--- src/rtl/ghazi_loader_pkg.sv ---
// Shared types and constants for the UART program loader.
package ghazi_loader_pkg;

    typedef enum logic [1:0] {IDLE, LOAD, WRITE, DONE} loader_state_e;
    typedef enum logic [1:0] {RX_IDLE, RX_START, RX_DATA, RX_STOP} rx_state_e;

    localparam logic [31:0] TERM_WORD_DEF = 32'h0000_0FFF;
    localparam int          DATA_BITS     = 8;

endpackage

--- src/rtl/uart_prog_loader_uart_rx.sv ---
// 8N1 UART receiver: 2-flop synchronizer, mid-bit sampling, one-cycle byte/error strobes.
module uart_rx
    import ghazi_loader_pkg::*;
#(
    parameter int CLKS_PER_BIT = 347
) (
    input  logic                 clk_i,
    input  logic                 rst_i,
    input  logic                 rx_i,
    output logic                 byte_valid_o,
    output logic [DATA_BITS-1:0] byte_o,
    output logic                 frame_err_o
);

    localparam int             TW       = $clog2(CLKS_PER_BIT);
    localparam logic [TW-1:0]  FULL_M1  = TW'(CLKS_PER_BIT - 1);
    localparam logic [TW-1:0]  HALF_M1  = TW'(CLKS_PER_BIT / 2 - 1);
    localparam int             BW       = $clog2(DATA_BITS);
    localparam logic [BW-1:0]  LAST_BIT = BW'(DATA_BITS - 1);

    // [1] is the synchronized line, [2] its previous value for edge detection
    logic [2:0]           sync_q;
    rx_state_e            st_q;
    logic [TW-1:0]        tmr_q;
    logic [BW-1:0]        bit_q;
    logic [DATA_BITS-1:0] shift_q;
    logic                 rx_s;

    assign rx_s = sync_q[1];

    always_ff @(posedge clk_i or posedge rst_i) begin
        if (rst_i) begin
            sync_q       <= 3'b111;
            st_q         <= RX_IDLE;
            tmr_q        <= '0;
            bit_q        <= '0;
            shift_q      <= '0;
            byte_o       <= '0;
            byte_valid_o <= 1'b0;
            frame_err_o  <= 1'b0;
        end else begin
            sync_q       <= {sync_q[1:0], rx_i};
            byte_valid_o <= 1'b0;
            frame_err_o  <= 1'b0;
            case (st_q)
                RX_IDLE: begin
                    tmr_q <= '0;
                    if (sync_q[2] && !rx_s) st_q <= RX_START;
                end
                RX_START: begin
                    if (tmr_q == HALF_M1) begin
                        tmr_q <= '0;
                        bit_q <= '0;
                        st_q  <= rx_s ? RX_IDLE : RX_DATA;
                    end else begin
                        tmr_q <= tmr_q + 1'b1;
                    end
                end
                RX_DATA: begin
                    if (tmr_q == FULL_M1) begin
                        tmr_q   <= '0;
                        shift_q <= {rx_s, shift_q[DATA_BITS-1:1]};
                        bit_q   <= bit_q + 1'b1;
                        if (bit_q == LAST_BIT) st_q <= RX_STOP;
                    end else begin
                        tmr_q <= tmr_q + 1'b1;
                    end
                end
                RX_STOP: begin
                    if (tmr_q == FULL_M1) begin
                        tmr_q <= '0;
                        st_q  <= RX_IDLE;
                        if (rx_s) begin
                            byte_valid_o <= 1'b1;
                            byte_o       <= shift_q;
                        end else begin
                            frame_err_o <= 1'b1;
                        end
                    end else begin
                        tmr_q <= tmr_q + 1'b1;
                    end
                end
                default: st_q <= RX_IDLE;
            endcase
        end
    end

endmodule

--- src/rtl/uart_prog_loader.sv ---
// Boot loader: assembles little-endian words from UART bytes and writes them to imem,
// holding the core in reset until the terminator word arrives.
module uart_prog_loader
    import ghazi_loader_pkg::*;
#(
    parameter int          CLKS_PER_BIT = 347,
    parameter int          ADDR_W       = 10,
    parameter logic [31:0] TERM_WORD    = TERM_WORD_DEF
) (
    input  logic              wb_clk_i,
    input  logic              wb_rst_i,
    input  logic              rx_i,
    output logic              ready_o,
    output logic              imem_req_o,
    output logic              imem_we_o,
    output logic [ADDR_W-1:0] imem_addr_o,
    output logic [31:0]       imem_wdata_o,
    input  logic              imem_gnt_i,
    output logic              core_rst_o,
    output logic              prog_done_o,
    output logic [ADDR_W:0]   word_cnt_o,
    output logic              err_o
);

    localparam logic [ADDR_W:0] DEPTH = {1'b1, {ADDR_W{1'b0}}};

    logic                 byte_valid;
    logic                 frame_err;
    logic [DATA_BITS-1:0] rx_byte;

    uart_rx #(.CLKS_PER_BIT(CLKS_PER_BIT)) u_rx (
        .clk_i        (wb_clk_i),
        .rst_i        (wb_rst_i),
        .rx_i         (rx_i),
        .byte_valid_o (byte_valid),
        .byte_o       (rx_byte),
        .frame_err_o  (frame_err)
    );

    loader_state_e    state_q;
    logic [1:0]       idx_q;
    logic [23:0]      asm_q;
    logic             ready_q, req_q, core_rst_q, done_q, err_q;
    logic [ADDR_W-1:0] addr_q;
    logic [31:0]      wdata_q;
    logic [ADDR_W:0]  cnt_q;

    logic [31:0]      word_w;
    logic             granted;
    logic [ADDR_W:0]  cnt_nx;

    // A grant in the same cycle as a completing byte frees the write slot for the new word.
    always_comb begin
        word_w  = {rx_byte, asm_q};
        granted = (state_q == WRITE) && imem_gnt_i;
        cnt_nx  = cnt_q + {{ADDR_W{1'b0}}, granted};
    end

    always_ff @(posedge wb_clk_i or posedge wb_rst_i) begin
        if (wb_rst_i) begin
            state_q    <= IDLE;
            idx_q      <= '0;
            asm_q      <= '0;
            ready_q    <= 1'b0;
            req_q      <= 1'b0;
            addr_q     <= '0;
            wdata_q    <= '0;
            cnt_q      <= '0;
            core_rst_q <= 1'b1;
            done_q     <= 1'b0;
            err_q      <= 1'b0;
        end else begin
            case (state_q)
                IDLE: begin
                    state_q <= LOAD;
                    ready_q <= 1'b1;
                end
                LOAD, WRITE: begin
                    if (frame_err) err_q <= 1'b1;
                    if (granted) begin
                        req_q   <= 1'b0;
                        addr_q  <= addr_q + 1'b1;
                        cnt_q   <= cnt_nx;
                        state_q <= LOAD;
                    end
                    if (byte_valid) begin
                        idx_q <= idx_q + 2'd1;
                        case (idx_q)
                            2'd0: asm_q[7:0]   <= rx_byte;
                            2'd1: asm_q[15:8]  <= rx_byte;
                            2'd2: asm_q[23:16] <= rx_byte;
                            default: begin
                                if ((state_q == WRITE) && !granted) begin
                                    err_q <= 1'b1;
                                end else if (word_w == TERM_WORD) begin
                                    state_q    <= DONE;
                                    ready_q    <= 1'b0;
                                    done_q     <= 1'b1;
                                    core_rst_q <= 1'b0;
                                end else if (cnt_nx == DEPTH) begin
                                    err_q <= 1'b1;
                                end else begin
                                    req_q   <= 1'b1;
                                    wdata_q <= word_w;
                                    state_q <= WRITE;
                                end
                            end
                        endcase
                    end
                end
                DONE: ;
                default: state_q <= IDLE;
            endcase
        end
    end

    assign ready_o      = ready_q;
    assign imem_req_o   = req_q;
    assign imem_we_o    = req_q;
    assign imem_addr_o  = addr_q;
    assign imem_wdata_o = wdata_q;
    assign core_rst_o   = core_rst_q;
    assign prog_done_o  = done_q;
    assign word_cnt_o   = cnt_q;
    assign err_o        = err_q;

endmodule

--- config.mk ---
export PLATFORM = sky130hd
export DESIGN_NAME = uart_prog_loader
export DESIGN_NICKNAME = d
export VERILOG_FILES = /design/src/rtl/ghazi_loader_pkg.sv /design/src/rtl/uart_prog_loader_uart_rx.sv /design/src/rtl/uart_prog_loader.sv
export SDC_FILE = /design/constraint.sdc
export NUM_CORES = 1
export LEC_CHECK = 0
export CORE_UTILIZATION = 40
export DETAILED_ROUTE_END_ITERATION = 10
export PLACE_DENSITY_LB_ADDON = 0.1
export SYNTH_ARGS = -nofsm -noshare
export SYNTH_HDL_FRONTEND = slang
export SYNTH_SLANG_ARGS = --single-unit
--- constraint.sdc ---
create_clock -name wb_clk_i -period 9.11 [get_ports wb_clk_i]
set_input_delay 1.3665 -clock wb_clk_i [delete_from_list [all_inputs] [get_ports wb_clk_i]]
set_output_delay 1.3665 -clock wb_clk_i [all_outputs]
set_load 0.01 [all_outputs]
==> flow_metrics.tcl, run 1 <==
set metrics [dict create \
    synth_edf_count 0 \
    layout.cells.non_filler 668 \
    grt_pass1_vias 3368 \
    p_leak_nw 3.205 \
    finalSetupTns_ns 0 \
    area_delta_synth_final_pct 25.42 \
    cts_buffers 17 \
    nNetsFinal 501 \
    fillers 1166 \
    ys_seq_area_frac 0.5546 \
    cts_buffer_depth 2 \
    viasPerCell 5.021 \
    peakVddDrop_mv 0.08435 \
    gr-total-overflow 0 \
    clock.fmax_mhz 245.8 \
    synth_common_cells "dfrtp_1, mux2_2, mux2_4, nand2_1" \
    ctsResizeCount 0 \
    portBuffers 62 \
    core_area_mm2 0.01330 \
    drcViolationCount 0 \
    antenna_found_initial 0 \
    firstDrtPassIters 4 \
    chipHeight_um 118.9 \
    setup_viol 0 \
    yosys.area.top_type_share 0.5353 \
    holdWs_ns 0.3554 \
    rsz0062_at_grt "false" \
    syn-mean-instance-area_um2 13.37 \
    synth_ff_type "dfrtp_1" \
    worstHoldPathType "flip-flop to flip-flop" \
    drv_cap 0 \
    fin_util 0.5159 \
    die_w_um 118.9 \
    postCtsSetupRepairBufs 0 \
    power_density_mw_per_mm2 196.0 \
    synth_seq_cells 121 \
    postCtsHoldBufs 0 \
    routed_wl_um 10370 \
    cts_max_level 4 \
    drv_slew 0 \
    fin_crit_sh 0.4466 \
    worstPathRequired_ns 9.40 \
    clk_latency_ns 0.41 \
    drt_iter0_markers 127 \
    outcome "finished clean" \
    cp_max_fo 33 \
    multi_input_area_mm2 0.002306 \
    routabilityCongestion 0.8526 \
    fin_skew_ns 0.008697 \
    crit_path_end_kind "flip-flop" \
    synth_nets 431 \
    regArea_mm2 0.003033 \
    path_clk_slew_ns 0.05 \
    clockRootBuffer "clkbuf_16" \
    clock-sinks 121 \
    wl_per_cell_um 15.52 \
    cts_tree "built" \
    synth_cell_types 53 \
    final-hold-violation-count 0 \
    initial_core_util 0.4113 \
    vias 3354 \
    grt_pass1_wl_um 17540 \
    synth_area_mm2 0.005469 \
    critical_path_class "primary input to flip-flop" \
    synth_most_common_cell "dfrtp_1" \
    gr-usage-all-layers 0.1642 \
    fp-row-count 42 \
    netlist_instances 409 \
    yosys_warnings 0 \
    dp_hpwl_um 7078 \
    die-area_mm2 0.01414 \
    grt_start_max_net_pins 74 \
    antenna_left 0 \
    synth.top_cells.by_area "dfrtp_1, mux2_2, mux2_4" \
    cp-start-kind "primary input" \
    synth_area_leader_cell "dfrtp_1" \
    timing.final.crit_period_ns 4.069 \
    antennaDiodeCount 0 \
    p_total_mw 1.344 \
    slew_headroom 0.4167 \
    arrival_ns 4.36 \
    pin_count 63 \
    drive_above_1_share 0.2398 \
    worst_pin_slew_ns 0.8750 \
    dp.cells 636 \
    async_reset_ff_frac 1.000 \
]
==> per-layer routing <==
layer  vias to the layer above  GRT usage  wire length (um)
met5                         -          0                 0
met4                         0    0.07595               178
met3                        19    0.04789               377
met2                        66     0.2431              4849
met1                      1654     0.2216              4962
li1                       1615          -                 -
==> critical path: stages <==
cell and delay, ns:
clkdlybuf4s50_1 0.41, and2_1 0.18, ha_1 0.24, ha_1 0.25
and4_1 0.23, a211o_1 0.35, a2111oi_4 0.50, a31oi_4 0.12
buf_4 0.31, mux2_4 0.37
==> stage by stage <==
| step | worst slack, ns | cell area (um^2) |
|---|---|---|
| after floorplan | 4.536 | 5469 |
| after global placement | 4.678 | 6242 |
| after detailed placement | 4.638 | 6242 |
| after CTS | 5.069 | 6859 |
| after global routing | 4.906 | 6859 |
| final | 5.041 | 6859 |
==> path summary, 6_finish.rpt <==
kind,from,end,slack [ns],cells past startpoint
setup / recovery,imem_gnt_i,imem_wdata_o[24],5.04,10
hold / removal,u_rx.sync_q[0],u_rx.sync_q[1],0.36,0
setup reg to reg,state_q[0],imem_wdata_o[24],5.77,11
hold reg to reg,u_rx.sync_q[0],u_rx.sync_q[1],0.36,0
max in group asynchronous,wb_rst_i,state_q[1],6.43,3
min in group asynchronous,wb_rst_i,word_cnt_o[10],1.39,2
==> kinds of logic after synthesis <==
kind of cell	synth area share
and+or+nand+nor	0.1032
muxes	0.1782
adders and majority gates	0.04118
DFF	0.5546
buffers and inverters	0.02379
xor gates and xnor gates	0.04324
AOI/OAI and AO/OA	0.05583
==> state kept, by name (all words and copies together) (netlist names), named ones only <==
register and count:
asm_q 24, core_rst_o 1, err_o 1, idx_q 2, imem_addr_o 10, imem_req_o 1, imem_wdata_o 32, prog_done_o 1
ready_o 1, state_q 2, u_rx.bit_q 3, u_rx.byte_o 8, u_rx.byte_valid_o 1, u_rx.frame_err_o 1, u_rx.shift_q 8, u_rx.st_q 1
u_rx.sync_q 3, u_rx.tmr_q 9, word_cnt_o 11
==> report_power, final <==
group | switching (mW) | internal (mW) | leakage (nW) | total [mW]
Combinational | 0.0567 | 0.0313 | 1.25 | 0.0880
Clock | 0.226 | 0.470 | 0.305 | 0.696
Sequential | 0.0115 | 0.548 | 1.65 | 0.560
Total | 0.295 | 1.05 | 3.20 | 1.34
==> placed cells by master (no fill, tap or decap), types with 5 or more instances in the layout <==
cell | Yosys | final
nor4_1 | 5 | 5
mux2_2 | 47 | 47
xnor2_1 | 18 | 18
clkdlybuf4s50_1 | 0 | 62
nand4_1 | 10 | 10
o21ai_0 | 9 | 9
inv_1 | 12 | 11
nor2_1 | 17 | 17
ha_1 | 18 | 18
and3_1 | 7 | 7
clkbuf_16 | 0 | 17
nand3_1 | 13 | 13
dfrtp_1 | 117 | 117
xor2_1 | 9 | 9
mux2_4 | 29 | 29
nand2_1 | 19 | 19
==> layout make-up <==
class                   count  area share
well taps                 176     0.03211
inverters                  12    0.006932
multi-input cells         263      0.3362
clock buffers              23     0.06822
repair buffers             64     0.09267
clock inverters             9     0.02171
flip-flops and latches    121      0.4422
Power figures use the tool's default switching activity.
==> run 2, diff against run 1 <==
Clock period 9.11 ns to 4.1 ns, I/O delays scaled along.
==> flow_metrics.tcl, run 2 (synthesis results as in run 1) <==
set metrics [dict create \
    outcome "finished clean" \
    die_w_um 118.9 \
    largest_register_ffs 32 \
    firstDrtPassIters 4 \
    arrival_ns 3.62 \
    clockRootBuffer "clkbuf_16" \
    drcViolationCount 0 \
    final_cell_mix "dfrtp_1, clkdlybuf4s50_1, mux2_2" \
    fin_util 0.5159 \
    setup_viol 0 \
    pre_cts_ws_ns 0.3879 \
    chipHeight_um 118.9 \
    area_delta_synth_final_pct 25.42 \
    cp-start-kind "flip-flop" \
    gr-total-overflow 0 \
    cp_cell_sequence "inv_1, ha_1, and2_1, ha_1, ha_1, and4_1, a211o_1, a2111oi_4, a31oi_4, buf_4, mux2_4" \
    antenna_left 0 \
    final-hold-violation-count 0 \
    grt_pass1_vias 3507 \
    cts_buffers 17 \
    cts_max_level 4 \
    clk_latency_ns 0.41 \
    grt_pass1_wl_um 17800 \
    fp-row-count 42 \
    rsz0062_at_grt "false" \
    ctsResizeCount 0 \
    cts_tree "built" \
    postCtsSetupRepairBufs 0 \
    layout_commonest_cell "dfrtp_1" \
    wl_per_cell_um 15.50 \
    cts_buffer_depth 2 \
    vias 3334 \
    fin_ws_ns 0.7719 \
    timing.final.crit_period_ns 3.328 \
    fin_skew_ns 0.006548 \
    cp_slowest_cell "a2111oi_4" \
    worstHoldPathType "flip-flop to flip-flop" \
    drv_slew 0 \
    drt_iter0_markers 159 \
    antennaDiodeCount 0 \
    pin_count 63 \
    crit_path_end_kind "flip-flop" \
    fin_crit_sh 0.8117 \
    cp_max_fo 33 \
    core_area_mm2 0.01330 \
    slew_headroom 0.5435 \
    postCtsHoldBufs 0 \
    gr-usage-all-layers 0.1640 \
    worst_pin_slew_ns 0.6848 \
    finalSetupTns_ns 0 \
    die-area_mm2 0.01414 \
    viasPerCell 4.991 \
    portBuffers 62 \
    dp_hpwl_um 7040 \
    max_stage_delay_ns 0.48 \
    grt_start_max_net_pins 68 \
    clock.fmax_mhz 300.5 \
    critical_path_class "flip-flop to flip-flop" \
    antenna_found_initial 0 \
    worstPathRequired_ns 4.39 \
    nNetsFinal 501 \
    drv_cap 0 \
    peakVddDrop_mv 0.2774 \
    path_clk_slew_ns 0.05 \
    clock-sinks 121 \
    routabilityCongestion 0.8771 \
    power_density_mw_per_mm2 427.7 \
    p_leak_nw 3.197 \
    path_common_cell "ha_1" \
    drive_above_1_share 0.2419 \
    routed_wl_um 10360 \
    initial_core_util 0.4113 \
]
run 2: final cells by class:
class,instances,area [um^2]
fill,1137,6436
sequential,121,3033
multi-input combinational,263,2306
timing repair buffer,64,648.1
clock buffer,26,519.2
tap,176,220.2
clock inverter,6,85.08
inverter,12,47.55
run 2: final timing paths:
check	from	to	slack, ns	cells after the start
worst min register to register	u_rx.sync_q[0]	u_rx.sync_q[1]	0.36	0
worst max-delay path	state_q[0]	imem_wdata_o[25]	0.77	11
min in group asynchronous	wb_rst_i	word_cnt_o[8]	0.67	2
worst min-delay path	u_rx.sync_q[0]	u_rx.sync_q[1]	0.36	0
worst max register to register	state_q[0]	imem_wdata_o[25]	0.77	11
max in group asynchronous	wb_rst_i	u_rx.sync_q[2]	2.58	3
run 2: routing by layer:
| layer | GRT usage | wire length (um) |
|---|---|---|
| met1 | 0.2216 | 5170 |
| met2 | 0.2431 | 4666 |
| met3 | 0.05268 | 360 |
| met4 | 0.06646 | 158 |
| met5 | 0 | 0 |
run 2: power by group:
part           internal [mW]  total [mW]  switching [mW]
Combinational         0.0711       0.199           0.128
Clock                  0.989        1.49           0.502
Sequential              1.22        1.24          0.0255
run 2: critical path, delay by kind of cell (launching register included):
family          cells  cell delay, ns
compound gates      3            0.95
fa+ha+maj           3            0.71
buf+inv             2            0.37
simple gates        2            0.44
mux                 1            0.37
flops               1            0.34
run 2: per-stage QoR:
stage | hold slack [ns] | instances | total power [mW] | instance area (um^2)
finish | 0.3550 | 668 | 2.934 | 6859
global route | 0.3635 | 668 | 3.074 | 6859
global placement | 0.3463 | 636 | 1.462 | 6255
floorplan | 0.3452 | 409 | 1.418 | 5469
detailed placement | 0.3472 | 636 | 1.466 | 6255
CTS | 0.3550 | 668 | 2.974 | 6859
